===== src/rtl/writeback_arbiter_pkg.sv =====
// rtl/writeback_arbiter_pkg.sv - shared types for the register-file writeback arbiter
package writeback_arbiter_pkg;

    // Architectural integer registers; X0 is hard-wired zero and never written.
    typedef enum logic [4:0] {
        X0,  X1,  X2,  X3,  X4,  X5,  X6,  X7,
        X8,  X9,  X10, X11, X12, X13, X14, X15,
        X16, X17, X18, X19, X20, X21, X22, X23,
        X24, X25, X26, X27, X28, X29, X30, X31
    } register_e;

    // One register-file write port request.
    typedef struct packed {
        logic      write_enable;
        register_e rd_address;
        logic [31:0] write_data;
    } register_file_write_t;

    // Arbiter FSM: NORMAL lets the pipeline win, DRAIN forces one queued write.
    typedef enum logic [0:0] {
        WB_ARB_NORMAL,
        WB_ARB_DRAIN
    } wb_arb_state_e;

    // A long-latency result waiting for the write port.
    typedef struct packed {
        register_e   rd_address;
        logic [31:0] write_data;
    } wb_pending_t;

    localparam register_file_write_t WB_IDLE_WRITE = '{
        write_enable: 1'b0,
        rd_address:   X0,
        write_data:   32'h0
    };

    // A write only occupies the port when it is enabled and targets a real register.
    function automatic logic is_active_write(input register_file_write_t w);
        return w.write_enable && (w.rd_address != X0);
    endfunction

    function automatic register_file_write_t pending_to_write(input wb_pending_t p);
        register_file_write_t w;
        w.write_enable = 1'b1;
        w.rd_address   = p.rd_address;
        w.write_data   = p.write_data;
        return w;
    endfunction

endpackage


===== src/rtl/writeback_pending_fifo.sv =====
// rtl/writeback_pending_fifo.sv - circular pending queue for long-latency results
module writeback_pending_fifo
    import writeback_arbiter_pkg::*;
#(
    parameter int DEPTH = 2,
    localparam int CNT_W = $clog2(DEPTH + 1)
) (
    input  logic             clk_i,
    input  logic             rst_i,
    input  logic             push_i,
    input  wb_pending_t      push_data_i,
    input  logic             pop_i,
    output wb_pending_t      head_o,
    output logic [CNT_W-1:0] count_o,
    output logic             full_o,
    output logic             empty_o
);

    localparam int PTR_W = (DEPTH > 1) ? $clog2(DEPTH) : 1;

    logic [PTR_W-1:0] rd_ptr_q, rd_ptr_d;
    logic [PTR_W-1:0] wr_ptr_q, wr_ptr_d;
    logic [CNT_W-1:0] count_q, count_d;
    wb_pending_t      mem_q [DEPTH];
    logic             do_push;
    logic             do_pop;

    // Pointers wrap at DEPTH so non-power-of-two depths work.
    function automatic logic [PTR_W-1:0] ptr_next(input logic [PTR_W-1:0] p);
        if (p == PTR_W'(DEPTH - 1)) begin
            return '0;
        end
        return p + PTR_W'(1);
    endfunction

    assign full_o  = (count_q == CNT_W'(DEPTH));
    assign empty_o = (count_q == '0);
    assign count_o = count_q;
    assign head_o  = mem_q[rd_ptr_q];

    // Guard push/pop so the occupancy can never over- or underflow.
    always_comb begin
        do_push  = push_i && !full_o;
        do_pop   = pop_i && !empty_o;
        rd_ptr_d = do_pop  ? ptr_next(rd_ptr_q) : rd_ptr_q;
        wr_ptr_d = do_push ? ptr_next(wr_ptr_q) : wr_ptr_q;
        count_d  = count_q;
        if (do_push && !do_pop) begin
            count_d = count_q + CNT_W'(1);
        end else if (do_pop && !do_push) begin
            count_d = count_q - CNT_W'(1);
        end
    end

    // Pointer and occupancy registers; reset empties the queue.
    always_ff @(posedge clk_i or posedge rst_i) begin
        if (rst_i) begin
            rd_ptr_q <= '0;
            wr_ptr_q <= '0;
            count_q  <= '0;
        end else begin
            rd_ptr_q <= rd_ptr_d;
            wr_ptr_q <= wr_ptr_d;
            count_q  <= count_d;
        end
    end

    // Entry storage needs no reset: the count hides stale contents.
    always_ff @(posedge clk_i) begin
        if (do_push) begin
            mem_q[wr_ptr_q] <= push_data_i;
        end
    end

endmodule


===== src/rtl/writeback_arbiter.sv =====
// rtl/writeback_arbiter.sv - shares the register-file write port between pipeline and MDU
module writeback_arbiter
    import writeback_arbiter_pkg::*;
#(
    parameter int QUEUE_DEPTH  = 2,
    parameter int STARVE_LIMIT = 4
) (
    input  logic                 clk_i,
    input  logic                 rst_i,
    input  register_file_write_t pipe_write_i,
    output logic                 pipe_stall_o,
    input  logic                 mdu_valid_i,
    output logic                 mdu_ready_o,
    input  register_e            mdu_rd_address_i,
    input  logic [31:0]          mdu_data_i,
    output register_file_write_t write_o
);

    localparam int CNT_W    = $clog2(QUEUE_DEPTH + 1);
    localparam int STARVE_W = $clog2(STARVE_LIMIT + 1);

    wb_arb_state_e        state_q, state_d;
    logic [STARVE_W-1:0]  starve_q, starve_d;
    logic                 stall_q;

    logic                 pipe_active;
    logic                 head_denied;
    logic                 fifo_push;
    logic                 fifo_pop;
    wb_pending_t          fifo_push_data;
    wb_pending_t          fifo_head;
    logic [CNT_W-1:0]     fifo_count;
    logic                 fifo_full;
    logic                 fifo_empty;

    // Ready comes from registered occupancy only, so a same-cycle pop never raises it.
    assign mdu_ready_o = (fifo_count < CNT_W'(QUEUE_DEPTH));

    // Results for X0 are acknowledged but never stored.
    assign fifo_push                 = mdu_valid_i && !fifo_full && (mdu_rd_address_i != X0);
    assign fifo_push_data.rd_address = mdu_rd_address_i;
    assign fifo_push_data.write_data = mdu_data_i;

    assign pipe_stall_o = stall_q;

    writeback_pending_fifo #(
        .DEPTH (QUEUE_DEPTH)
    ) u_pending_fifo (
        .clk_i       (clk_i),
        .rst_i       (rst_i),
        .push_i      (fifo_push),
        .push_data_i (fifo_push_data),
        .pop_i       (fifo_pop),
        .head_o      (fifo_head),
        .count_o     (fifo_count),
        .full_o      (fifo_full),
        .empty_o     (fifo_empty)
    );

    // Port select: DRAIN forces the queue head, otherwise the pipeline has priority.
    always_comb begin
        pipe_active = is_active_write(pipe_write_i);
        fifo_pop    = 1'b0;
        head_denied = 1'b0;
        write_o     = WB_IDLE_WRITE;
        if (state_q == WB_ARB_DRAIN) begin
            if (!fifo_empty) begin
                write_o  = pending_to_write(fifo_head);
                fifo_pop = 1'b1;
            end
        end else if (pipe_active) begin
            write_o     = pipe_write_i;
            head_denied = !fifo_empty;
        end else if (!fifo_empty) begin
            write_o  = pending_to_write(fifo_head);
            fifo_pop = 1'b1;
        end
        if (rst_i) begin
            write_o.write_enable = 1'b0;
        end
    end

    // Starvation tracking: count denied cycles of the current head, drain at the limit.
    always_comb begin
        state_d  = state_q;
        starve_d = starve_q;
        if (state_q == WB_ARB_DRAIN) begin
            starve_d = '0;
            state_d  = WB_ARB_NORMAL;
        end else if (head_denied) begin
            starve_d = starve_q + STARVE_W'(1);
            if (starve_d == STARVE_W'(STARVE_LIMIT)) begin
                state_d = WB_ARB_DRAIN;
            end
        end else begin
            starve_d = '0;
        end
    end

    // FSM registers with the stall output registered alongside the state.
    always_ff @(posedge clk_i or posedge rst_i) begin
        if (rst_i) begin
            state_q  <= WB_ARB_NORMAL;
            starve_q <= '0;
            stall_q  <= 1'b0;
        end else begin
            state_q  <= state_d;
            starve_q <= starve_d;
            stall_q  <= (state_d == WB_ARB_DRAIN);
        end
    end

endmodule


===== config.mk =====
export PLATFORM = sky130hd
export DESIGN_NAME = writeback_arbiter
export DESIGN_NICKNAME = d
export VERILOG_FILES = /design/src/rtl/writeback_arbiter_pkg.sv /design/src/rtl/writeback_pending_fifo.sv /design/src/rtl/writeback_arbiter.sv
export SDC_FILE = /design/constraint.sdc
export NUM_CORES = 1
export LEC_CHECK = 0
export CAP_MARGIN = 30
export CORE_AREA = 4 4 108 110
export DETAILED_ROUTE_END_ITERATION = 6
export DIE_AREA = 0 0 112 114
export GPL_ROUTABILITY_DRIVEN = 0
export GPL_TIMING_DRIVEN = 0
export PLACE_DENSITY = 0.63
export SLEW_MARGIN = 10
export SYNTH_ARGS = -nofsm -noshare
export SYNTH_HDL_FRONTEND = slang
export SYNTH_SLANG_ARGS = --single-unit

===== constraint.sdc =====
create_clock -name clk_i -period 3.6 [get_ports clk_i]
set_input_delay 0.9 -clock clk_i [delete_from_list [all_inputs] [get_ports clk_i]]
set_output_delay 0.9 -clock clk_i [all_outputs]
set_load 0.05 [all_outputs]

# Yosys cells after proc, flatten, opt, wreduce, memory -nomap -nowiden
# Memories as Yosys holds them, arrays and structs flattened.
# Cells that the tools add are included.
# totals
reg_bits,8
ramBits,74
out_inout_bits,40
word_cells,53
memories,1
# classes
addsub,5
order_cmp,1
eq_ne,2
mux,24
reduce_logical,15
# mem_list
memory,words,width,read_ports,rd_clocked_by_memory_dff,write_ports,line_no,text
u_pending_fifo.mem_q,2,37,1,0,1,writeback_pending_fifo.sv:24,wb_pending_t mem_q [DEPTH];
# ops
operator,n
38-bit 2-to-1 mux,3
1-bit 2-to-1 mux,17
5-bit nonzero test,2
1-bit logical AND,7
3-bit 2-to-1 mux,2
1-bit zero test,4
2-bit 2-to-1 mux,2
"3-bit by 1-bit adder with 3-bit output, second input constant",1
"3-bit == test, second input constant",1
"1-bit adder, second input constant",2
"2-bit by 1-bit adder with 2-bit output, second input constant",1
"2-bit == test, second input constant",1
2-bit zero test,1
"2-bit < comparator, second input constant",1
2-bit nonzero test,1
"2-bit by 1-bit subtractor with 2-bit output, second input constant",1

# Longest topological paths before layout
# Gate-level depths: netlist (run 1).
# depth
depth_word,9
mapped_depth,9

# Modules after synthesis
# Synthesis (run 1) repeated with hierarchy kept, for this count alone.
# unflattened
cells_unflattened,277
hier_area_um2,4075.2
# by_module_without_submodules
mod,instances,cells_per_inst,area_each_um2
writeback_pending_fifo,1,135,2952.8
writeback_arbiter,1,142,1122.3

# Worst setup path before layout (run 1)
# No wires, ideal clock.
# synth_timing
path_type,in2out
start,in pipe_write_i[34] (netlist bit)
end,out write_o[32] (netlist bit)
arrival_time_ps,2805
required_ps,2700
slack_ps,-105
stages,3
cell_sequence,or3_4 -> o31a_1 -> o31ai_1
# synth_rtl
item,line_no,text
from (decl),writeback_arbiter.sv:10,"input register_file_write_t pipe_write_i,"
to (decl),writeback_arbiter.sv:16,output register_file_write_t write_o

==> results of run 1 <==
## through the flow
stage          power, mW  hold WS [ns]  setup WS [ns]  cells  util (%)
6_report            3.97         0.451         0.0573    518      49.0
4_1_cts             4.04         0.443       0.000680    518      49.0
5_1_grt             4.22         0.476        0.00165    518      49.0
3_5_place_dp        3.35         0.433         -0.804    498      47.3
3_3_place_gp        3.28         0.437          -1.27    496      46.7
2_1_floorplan       2.70         0.417         -0.105    239         -
## final timing paths
kind | cells past startpoint | end | start | slack, ns
max | 8 | write_o[36] | pipe_write_i[36] | 0.06
min | 1 | starve_q[0]$_DFF_PP0_ | starve_q[0]$_DFF_PP0_ | 0.45
max reg2reg | 4 | u_pending_fifo.mem_q[1][13]$_DFFE_PP_ | u_pending_fifo.count_o[1]$_DFFE_PP0P_ | 1.59
min reg2reg | 1 | starve_q[0]$_DFF_PP0_ | starve_q[0]$_DFF_PP0_ | 0.45
max in group asynchronous | 2 | u_pending_fifo.rd_ptr_q$_DFFE_PP0P_ | rst_i | 2.49
min in group asynchronous | 2 | starve_q[2]$_DFF_PP0_ | rst_i | 0.84
## cell families after synthesis
family	Yosys count	share of synthesized area (%)
DFF	82	66.5
and+or+nand+nor	52	6.08
AOI/OAI and AO/OA	9	2.20
adders and majority gates	3	1.03
xor gates and xnor gates	4	0.961
muxes	71	20.7
buffers and inverters	18	2.61
## power by group through the flow
stage / Sequential (mW) / Clock [mW] / Combinational (mW)
4_1_cts: 1.36 / 0.767 / 1.92
6_report: 1.35 / 0.738 / 1.88
3_5_place_dp: 1.38 / 0 / 1.97
5_1_grt: 1.38 / 0.813 / 2.03
2_1_floorplan: 1.37 / 0 / 1.33
3_3_place_gp: 1.38 / 0 / 1.90
## flip-flops by register name, summed over array words and instances (netlist names)
signal	flops
u_pending_fifo.rd_ptr_q	1
u_pending_fifo.mem_q	74
u_pending_fifo.count_o	2
starve_q	3
u_pending_fifo.wr_ptr_q	1
pipe_stall_o	1
## critical path: cells and delay by family
family | cells | cell delay (ns)
buf+inv | 5 | 0.79
mux | 1 | 0.32
compound gates | 1 | 0.19
simple gates | 1 | 0.42
## per-layer routing
metal | GRT usage, % | vias to the layer above
li1 | - | 1150
met1 | 15.7 | 1151
met2 | 22.9 | 76
met3 | 4.03 | 5
met4 | 3.61 | 0
met5 | 0 | -
## synthesized netlist by cell type, drive strengths merged
| cell type | n | area share (%) |
|---|---|---|
| nor3 | 2 | 0.27 |
| a21oi | 1 | 0.14 |
| o31a | 1 | 0.24 |
| or4 | 1 | 0.21 |
| xnor2 | 3 | 0.72 |
| dfrtp | 8 | 5.5 |
| o31ai | 4 | 1.2 |
| xor2 | 1 | 0.24 |
| and3 | 2 | 0.34 |
| nand2 | 4 | 0.41 |
| mux2i | 37 | 10 |
| o21ai | 1 | 0.14 |
| ha | 3 | 1.0 |
| nor2 | 39 | 4.0 |
| edfxtp | 74 | 61 |
| or2 | 1 | 0.17 |
| buf | 8 | 1.6 |
| mux2 | 34 | 11 |
| o2bb2ai | 1 | 0.24 |
| inv | 5 | 0.51 |
| or3 | 1 | 0.31 |
| nor4 | 1 | 0.17 |
| clkbuf | 5 | 0.51 |
| o221ai | 1 | 0.24 |
| nor2b | 1 | 0.17 |
## area by class of cell
cell class	instances	share of cell area, %
clock buffer	10	2.63
inverter	5	0.358
sequential	82	46.2
clock inverter	6	1.72
multi-input combinational	139	22.2
tap	140	3.34
buffer	13	1.67
timing repair buffer	123	21.9
## cell usage in the layout (no fill, tap or decap), types with 3 or more instances in the layout
| cell type | count |
|---|---|
| clkdlybuf4s50_1 | 76 |
| edfxtp_1 | 74 |
| nor2_1 | 37 |
| mux2i_1 | 37 |
| mux2_2 | 29 |
| buf_2 | 26 |
| buf_6 | 10 |
| clkbuf_8 | 10 |
| dfrtp_1 | 8 |
| inv_1 | 5 |
| clkbuf_1 | 5 |
| mux2_4 | 5 |
| buf_4 | 5 |
| nand2_1 | 4 |
| xnor2_1 | 3 |
| o31ai_1 | 3 |
| ha_1 | 3 |
| clkbuf_4 | 3 |
| dlygate4sd2_1 | 3 |
## what timing repair did
action,in CTS,in global routing
pin swaps,2,2
gates cloned,1,0
resized for setup,212,12
setup buffers,3,0
endpoints found under the hold margin,0,0
endpoints found under the setup margin,38,37
==> summary.md, run 1 <==
The final hold violation count is 0. The core footprint is 0.0107 mm2. The port buffer count was 117; the final global-route overflow total was 0.

The sequential cells in the finished layout cover a total of 0.00242 mm2. On the worst path, the slowest cell contributes a delay of 0.42 ns. For the count of yosys warnings during synthesis, the log shows 0.

The setup TNS after final layout was 0 ns; the placed wire-length estimate after detailed placement was 5.76 mm. The net count of the finished layout is 454. The H-tree generated during clock tree synthesis spans 3 levels. At the later pin of the worst-skew pair, clock insertion delay measures 0.34 ns. The buffer cell driving the clock tree root is clkbuf_8. The maximum clock path buffer count came out at 2. The actual transition at the worst max-transition pin is 0.751 ns. The signal on the critical path passes through dlygate4sd2_1, or3_4, o31ai_4, buf_6, buf_6, buf_8, mux2_4, buf_8. TritonCTS built the clock tree.

After clock tree synthesis, the clock-pin slew on the worst setup and hold paths is 0.08 ns. Measured along the x axis, the die boundary spans 112 um. Counting flops and latches in the post-synthesis netlist gives 82. Data on the critical path arrives at its endpoint at 2.64 ns. The number of nets with antenna violations after routing came out at 0.

The logs give 0 for the total DRC errors in the routed layout and 2.39 mW for the internal power component. In this run switching power makes up 40.0% of total power. The uppermost metal layer occupied by signal nets was met4. The tools report the share of power burned in registers as 34.0%.

The run finished with clean final reports. The worst setup path is launched from a primary input. Across every metal layer, demand over resource in global routing totals 13.1%. The number of cell rows was 38.

The tree built by TritonCTS fans out to 82 sinks. The maximum achievable frequency was 282 MHz; the post-route fraction of the period consumed by the critical path was 98.4%. The proportion of power drawn by the clock network was 18.6%; the antenna diode instance count was 0. The run gives 354 uV as the maximum vdd drop.

The floorplan die area is 0.0128 mm2, and the sum of routed wire length over all layers is 8.05 mm. TritonCTS created 9 clock buffers. The logs give 34.1% for the starting utilization of the core area and 0.00364 mm2 for the netlist area before placement. The first global-routing pass estimated 13.1 mm of wire. The worst setup path is of the primary input to primary output kind. Nature of the critical path endpoint: a primary output. After detailed routing, the wire length on met1 is 3.48 mm. The run gives 961 as the number of inserted filler cells in the final layout.

The path class of the tightest hold or removal check is flip-flop to flip-flop. The post-route minimum period is 3.54 ns, and the initial antenna violation count is 0. The tools report the count of vias placed by the detailed router as 2,382.

The area growth from synthesis to layout is 43.8%. With fillers left out, the area of the finished cells amounts to 0.00524 mm2. In the routed layout, each cell is associated on average with a via count of 4.60. The number of max-slew violations in the final report is 0, and the number of max-capacitance violations reported is 0.

Per report_power, the combinational group accounts for 47.4% of the total. The post-route netlist has 28.6% of its cells at a drive strength greater than 1. The total met2 wirelength after detailed routing was 4.05 mm.

In this run the cell area measured after placement is 0.00506 mm2. In this run the count of I/O pins placed on the die edge is 118. The first detailed-routing pass took 4 iterations. Counting every instance in the synthesized netlist gives 239.

After synthesis, the netlist uses 29 different library cells. Leakage component of the power: 2.04 nW. For the relative max-transition margin, the log shows 49.7%.

Setup repair after global routing left no endpoint under its margin. The multi-input combinational cells in the finished layout cover a total of 0.00116 mm2. The tools report the data required time of the worst path as 2.70 ns. The wire length per cell after detailed routing was 15.5 um.

Setup violations remaining at the end of the flow were counted as 0. For this design the total switching power over the nets is 1.59 mW. The cell with the largest stage delay on the worst path is or3_4. The y dimension of the die is 114 um, and the total power divided by cell area is 758 mW/mm2. The initial detailed-routing violation count came out at 125.

Detailed routing placed a total of 468 um of wire on met3. The logs give 2,619 for the number of global-route vias before repair and 0.0116 ns for the worst clock skew on the final layout. Counting every net in the synthesized netlist gives 320. A synthesized cell averages 15.2 um2. Entering global routing, the biggest net connects 21 pins.

Of all nets on the critical path, the largest fanout is 8. Count of hold-fix buffers inserted at cts: 0. The sequential fraction of the synthesis area was 66.5%.
Note: power is estimated with default switching activity, not from simulation.
==> inputs of run 2 (changes only) <==
--- a/config.mk
+++ b/config.mk
@@ -10,7 +10,6 @@
 export DETAILED_ROUTE_END_ITERATION = 6
 export DIE_AREA = 0 0 112 114
 export GPL_ROUTABILITY_DRIVEN = 0
-export GPL_TIMING_DRIVEN = 0
 export PLACE_DENSITY = 0.63
 export SLEW_MARGIN = 10
 export SYNTH_ARGS = -nofsm -noshare
==> run 2 against run 1 <==
  * Largest power group unchanged
  * Non-clock buffer count grew 1
  * Clock-buffer cell count is the same
  * Wire length grew 4.2%
  * Cell count is the same
  * Total power grew 2.7%
  * Critical endpoint is now write_o[21]
  * Critical path depth shrank 1
  * Global-route usage grew 0.27 points
  * Sequential share of layout area shrank 1.7 points
==> summary.md, run 2 (same netlist as run 1, synthesis figures left out) <==
Hold path startpoint: starve_q[0]$_DFF_PP0_. Number of global-route vias before repair: 2,507 (-4.3%). The setup TNS after final layout was 0 ns (unchanged); the proportion of power drawn by the clock network was 15.4% (-3.2 points). The worst hold slack across all endpoints was 0.460 ns (+0.00897 ns). The total power divided by cell area was 749 mW/mm2 (-1.3%); the final hold violation count was 0 (unchanged). The overall power of the completed layout is 4.08 mW (+2.7%).

The tools report the buffer cell driving the clock tree root as clkbuf_8. The antenna diode instance count is 0 (unchanged), and the port buffer count is 117 (unchanged). The width of the die is 112 um (unchanged), and the number of nets with antenna violations after routing is 0 (unchanged). The tools report the setup slack of the most critical reg-to-reg path as 1.78 ns (+0.19 ns). The tools report the part of the power in combinational logic as 50.0% (+2.6 points). The tools report the leakage component of the power as 2.12 nW (+4.3%).

The total net switching power is 1.62 mW (+1.7%), and the final standard cell count with taps included and fillers excluded is 518 (unchanged). Maximum achievable frequency: 285 MHz (+1.1%). Relative max-transition margin: 61.4% (+12 points). The clock input transition at the sequential cells of the worst setup and hold paths is 0.08 ns (about the same). The tools report the floorplan die area as 0.0128 mm2 (unchanged). The actual transition at the worst max-transition pin is 0.579 ns (-0.173 ns).

Y dimension of the die: 114 um (unchanged). The endpoint identified for the worst register-to-register timing path is u_pending_fifo.count_o[1]$_DFFE_PP0P_. The post-route minimum period is 3.51 ns (-0.0372 ns), and the count of vias placed by the detailed router is 2,392 (+0.42%).

The run finished with clean final reports. Leaving out fill and tap cells, the most frequent cells in the layout are 76 x clkdlybuf4s50_1, 74 x edfxtp_1, 37 x mux2i_1. The number of flip-flops in the largest register came out at 74 (unchanged). Data required time of the worst path: 2.70 ns (about the same). The logs give 13.1 mm (-0.31%) for the wire length of the first global-routing pass and 5.63 mm (-2.2%) for the placed wire-length estimate after detailed placement. Depth of the worst register-to-register path: 9 (+5). TritonCTS built the clock tree. The number of max-capacitance violations reported was 0 (unchanged). For the number of inserted filler cells in the final layout, the log shows 919 (-4.4%). The logs give 0 (unchanged) for the setup violation total in the final timing report and 2 (unchanged) for the maximum clock path buffer count. The biggest fanout along the worst timing path is 10 (+2).

The worst setup path is launched from a primary input. The run gives 0.00119 mm2 (+1.9%) as the area of the multi-input gates. The run gives 38 (unchanged) as the number of cell rows. Setup repair after global routing left no endpoint under its margin.

By startpoint and endpoint, the worst setup path is classified as primary input to primary output. The run gives 305 uV (-14%) as the maximum vdd drop. The logs give 0 (unchanged) for the number of max-slew violations in the final report and 34.6% (+0.6 points) for the share of power burned in registers.

The tools report the number of buffers created by CTS as 9 (unchanged). The area growth from synthesis to final layout works out to 49.6%. The run gives 0.34 ns (about the same) as the clock network latency to the later pin of the worst-skew pair. The run gives 0.0107 mm2 (unchanged) as the core footprint. The tools report the end point of the worst hold path as starve_q[0]$_DFF_PP0_. The layout net count was 455 (+0.22%); the starting utilization of the core area was 34.1% (unchanged).

The wire length per cell after detailed routing is 16.2 um (+4.2%). The number of cells traversed by the worst hold path is 1 (unchanged). Count of hold-fix buffers inserted at cts: 0 (unchanged). The flip-flop and latch area is 0.00242 mm2 (about the same). The tools report the final global-route overflow total as 0 (unchanged). The logs give 82 (unchanged) for the clock net sink count and 0.0159 ns (+0.00425 ns) for the worst clock skew on the final layout.

The post-route fraction of the period consumed by the critical path was 97.4% (-1.0 points). The total DRC errors in the routed layout was 0 (unchanged). The number of iterations in the first detailed-routing pass is 4 (unchanged), and the instance count after placement with tap cells included is 499 (+0.20%).

Pin count of the biggest net entering global routing: 28 (+33%). The via density per instance is 4.62 (+0.42%). The net switching fraction of the power was 39.6% (-0.36 points); the sum of routed wire length over all layers was 8.39 mm (+4.2%). STA classifies the critical path endpoint as a primary output. For the number of top-level design ports, the log shows 118 (unchanged). Counting flops per register, the top entry is u_pending_fifo.mem_q.

The launch instance of the worst register-to-register path was pipe_stall_o$_DFF_PP0_. The initial detailed-routing violation count is 63 (-50%), and the internal power component is 2.47 mW (+3.3%). Type of the tightest min-delay check: flip-flop to flip-flop. The arrival time reported for the critical path endpoint was 2.61 ns (-0.03 ns); the number of H-tree levels was 3 (unchanged).

The share of final-layout standard cells stronger than drive strength 1 came out at 28.8% (+0.26 points). Leaving out fill and tap cells, the most frequent cell in the layout is clkdlybuf4s50_1. The tools report the final cell utilization of the core as 51.0% (+2.0 points). The tools report the global router's overall resource usage as 13.3% (+0.27 points). The tools report the initial antenna violation count as 0 (unchanged).
## run 2: worst max-delay path, cell delays in order
cell             delay [ns]
clkdlybuf4s15_1        0.20
or3_4                  0.42
o31ai_4                0.23
buf_6                  0.18
buf_12                 0.15
mux2_2                 0.33
buf_4                  0.19
## run 2: what timing repair did
action | 4_1_cts | 5_1_grt
setup endpoints to repair | 38 | 27
setup buffers | 3 | 0
cloned | 2 | 0
resized for setup | 49 | 1
pin swaps | 2 | 1
## run 2: cell type report
class | instances | area share (%)
Clock buffer | 10 | 2.34
Clock inverter | 5 | 1.03
Inverter | 5 | 0.344
Multi-Input combinational cell | 139 | 21.8
Sequential cell | 82 | 44.5
Tap cell | 140 | 3.21
Timing Repair Buffer | 137 | 26.9
## run 2: power by group through the flow
stage | Combinational [mW] | Sequential [mW] | Clock [mW]
final | 2.04 | 1.41 | 0.628
after floorplan | 1.33 | 1.37 | 0
after global routing | 2.17 | 1.43 | 0.697
after detailed placement | 1.91 | 1.44 | 0
after CTS | 2.07 | 1.42 | 0.652
after global placement | 1.91 | 1.43 | 0
## run 2: layer usage
| layer | track usage [%] | vias up | share of wire (%) |
|---|---|---|---|
| met5 | 0 | - | 0 |
| met4 | 3.21 | 0 | 0.73 |
| met3 | 4.83 | 6 | 5.8 |
| met2 | 23.1 | 77 | 51 |
| met1 | 16.0 | 1155 | 43 |
| li1 | - | 1154 | - |
## run 2: metrics by stage
| step | area (um2) | setup WS (ns) |
|---|---|---|
| after floorplan | 3640 | -0.105 |
| after global placement | 5050 | -0.121 |
| after detailed placement | 5050 | -0.123 |
| after CTS | 5470 | 0.00492 |
| after global routing | 5450 | 0.0194 |
| final | 5450 | 0.0945 |
## run 2: worst max-delay path by stage
stage                     depth (start not counted)             start  slack [ns]          end
after floorplan                                   3  pipe_write_i[34]       -0.11  write_o[32]
after CTS                                         8  pipe_write_i[35]       0.005   write_o[9]
after global placement                            6  pipe_write_i[34]       -0.12  write_o[22]
after global routing                              7  pipe_write_i[35]        0.02  write_o[21]
after detailed placement                          6  pipe_write_i[34]       -0.12  write_o[26]
final                                             7  pipe_write_i[35]        0.09  write_o[21]
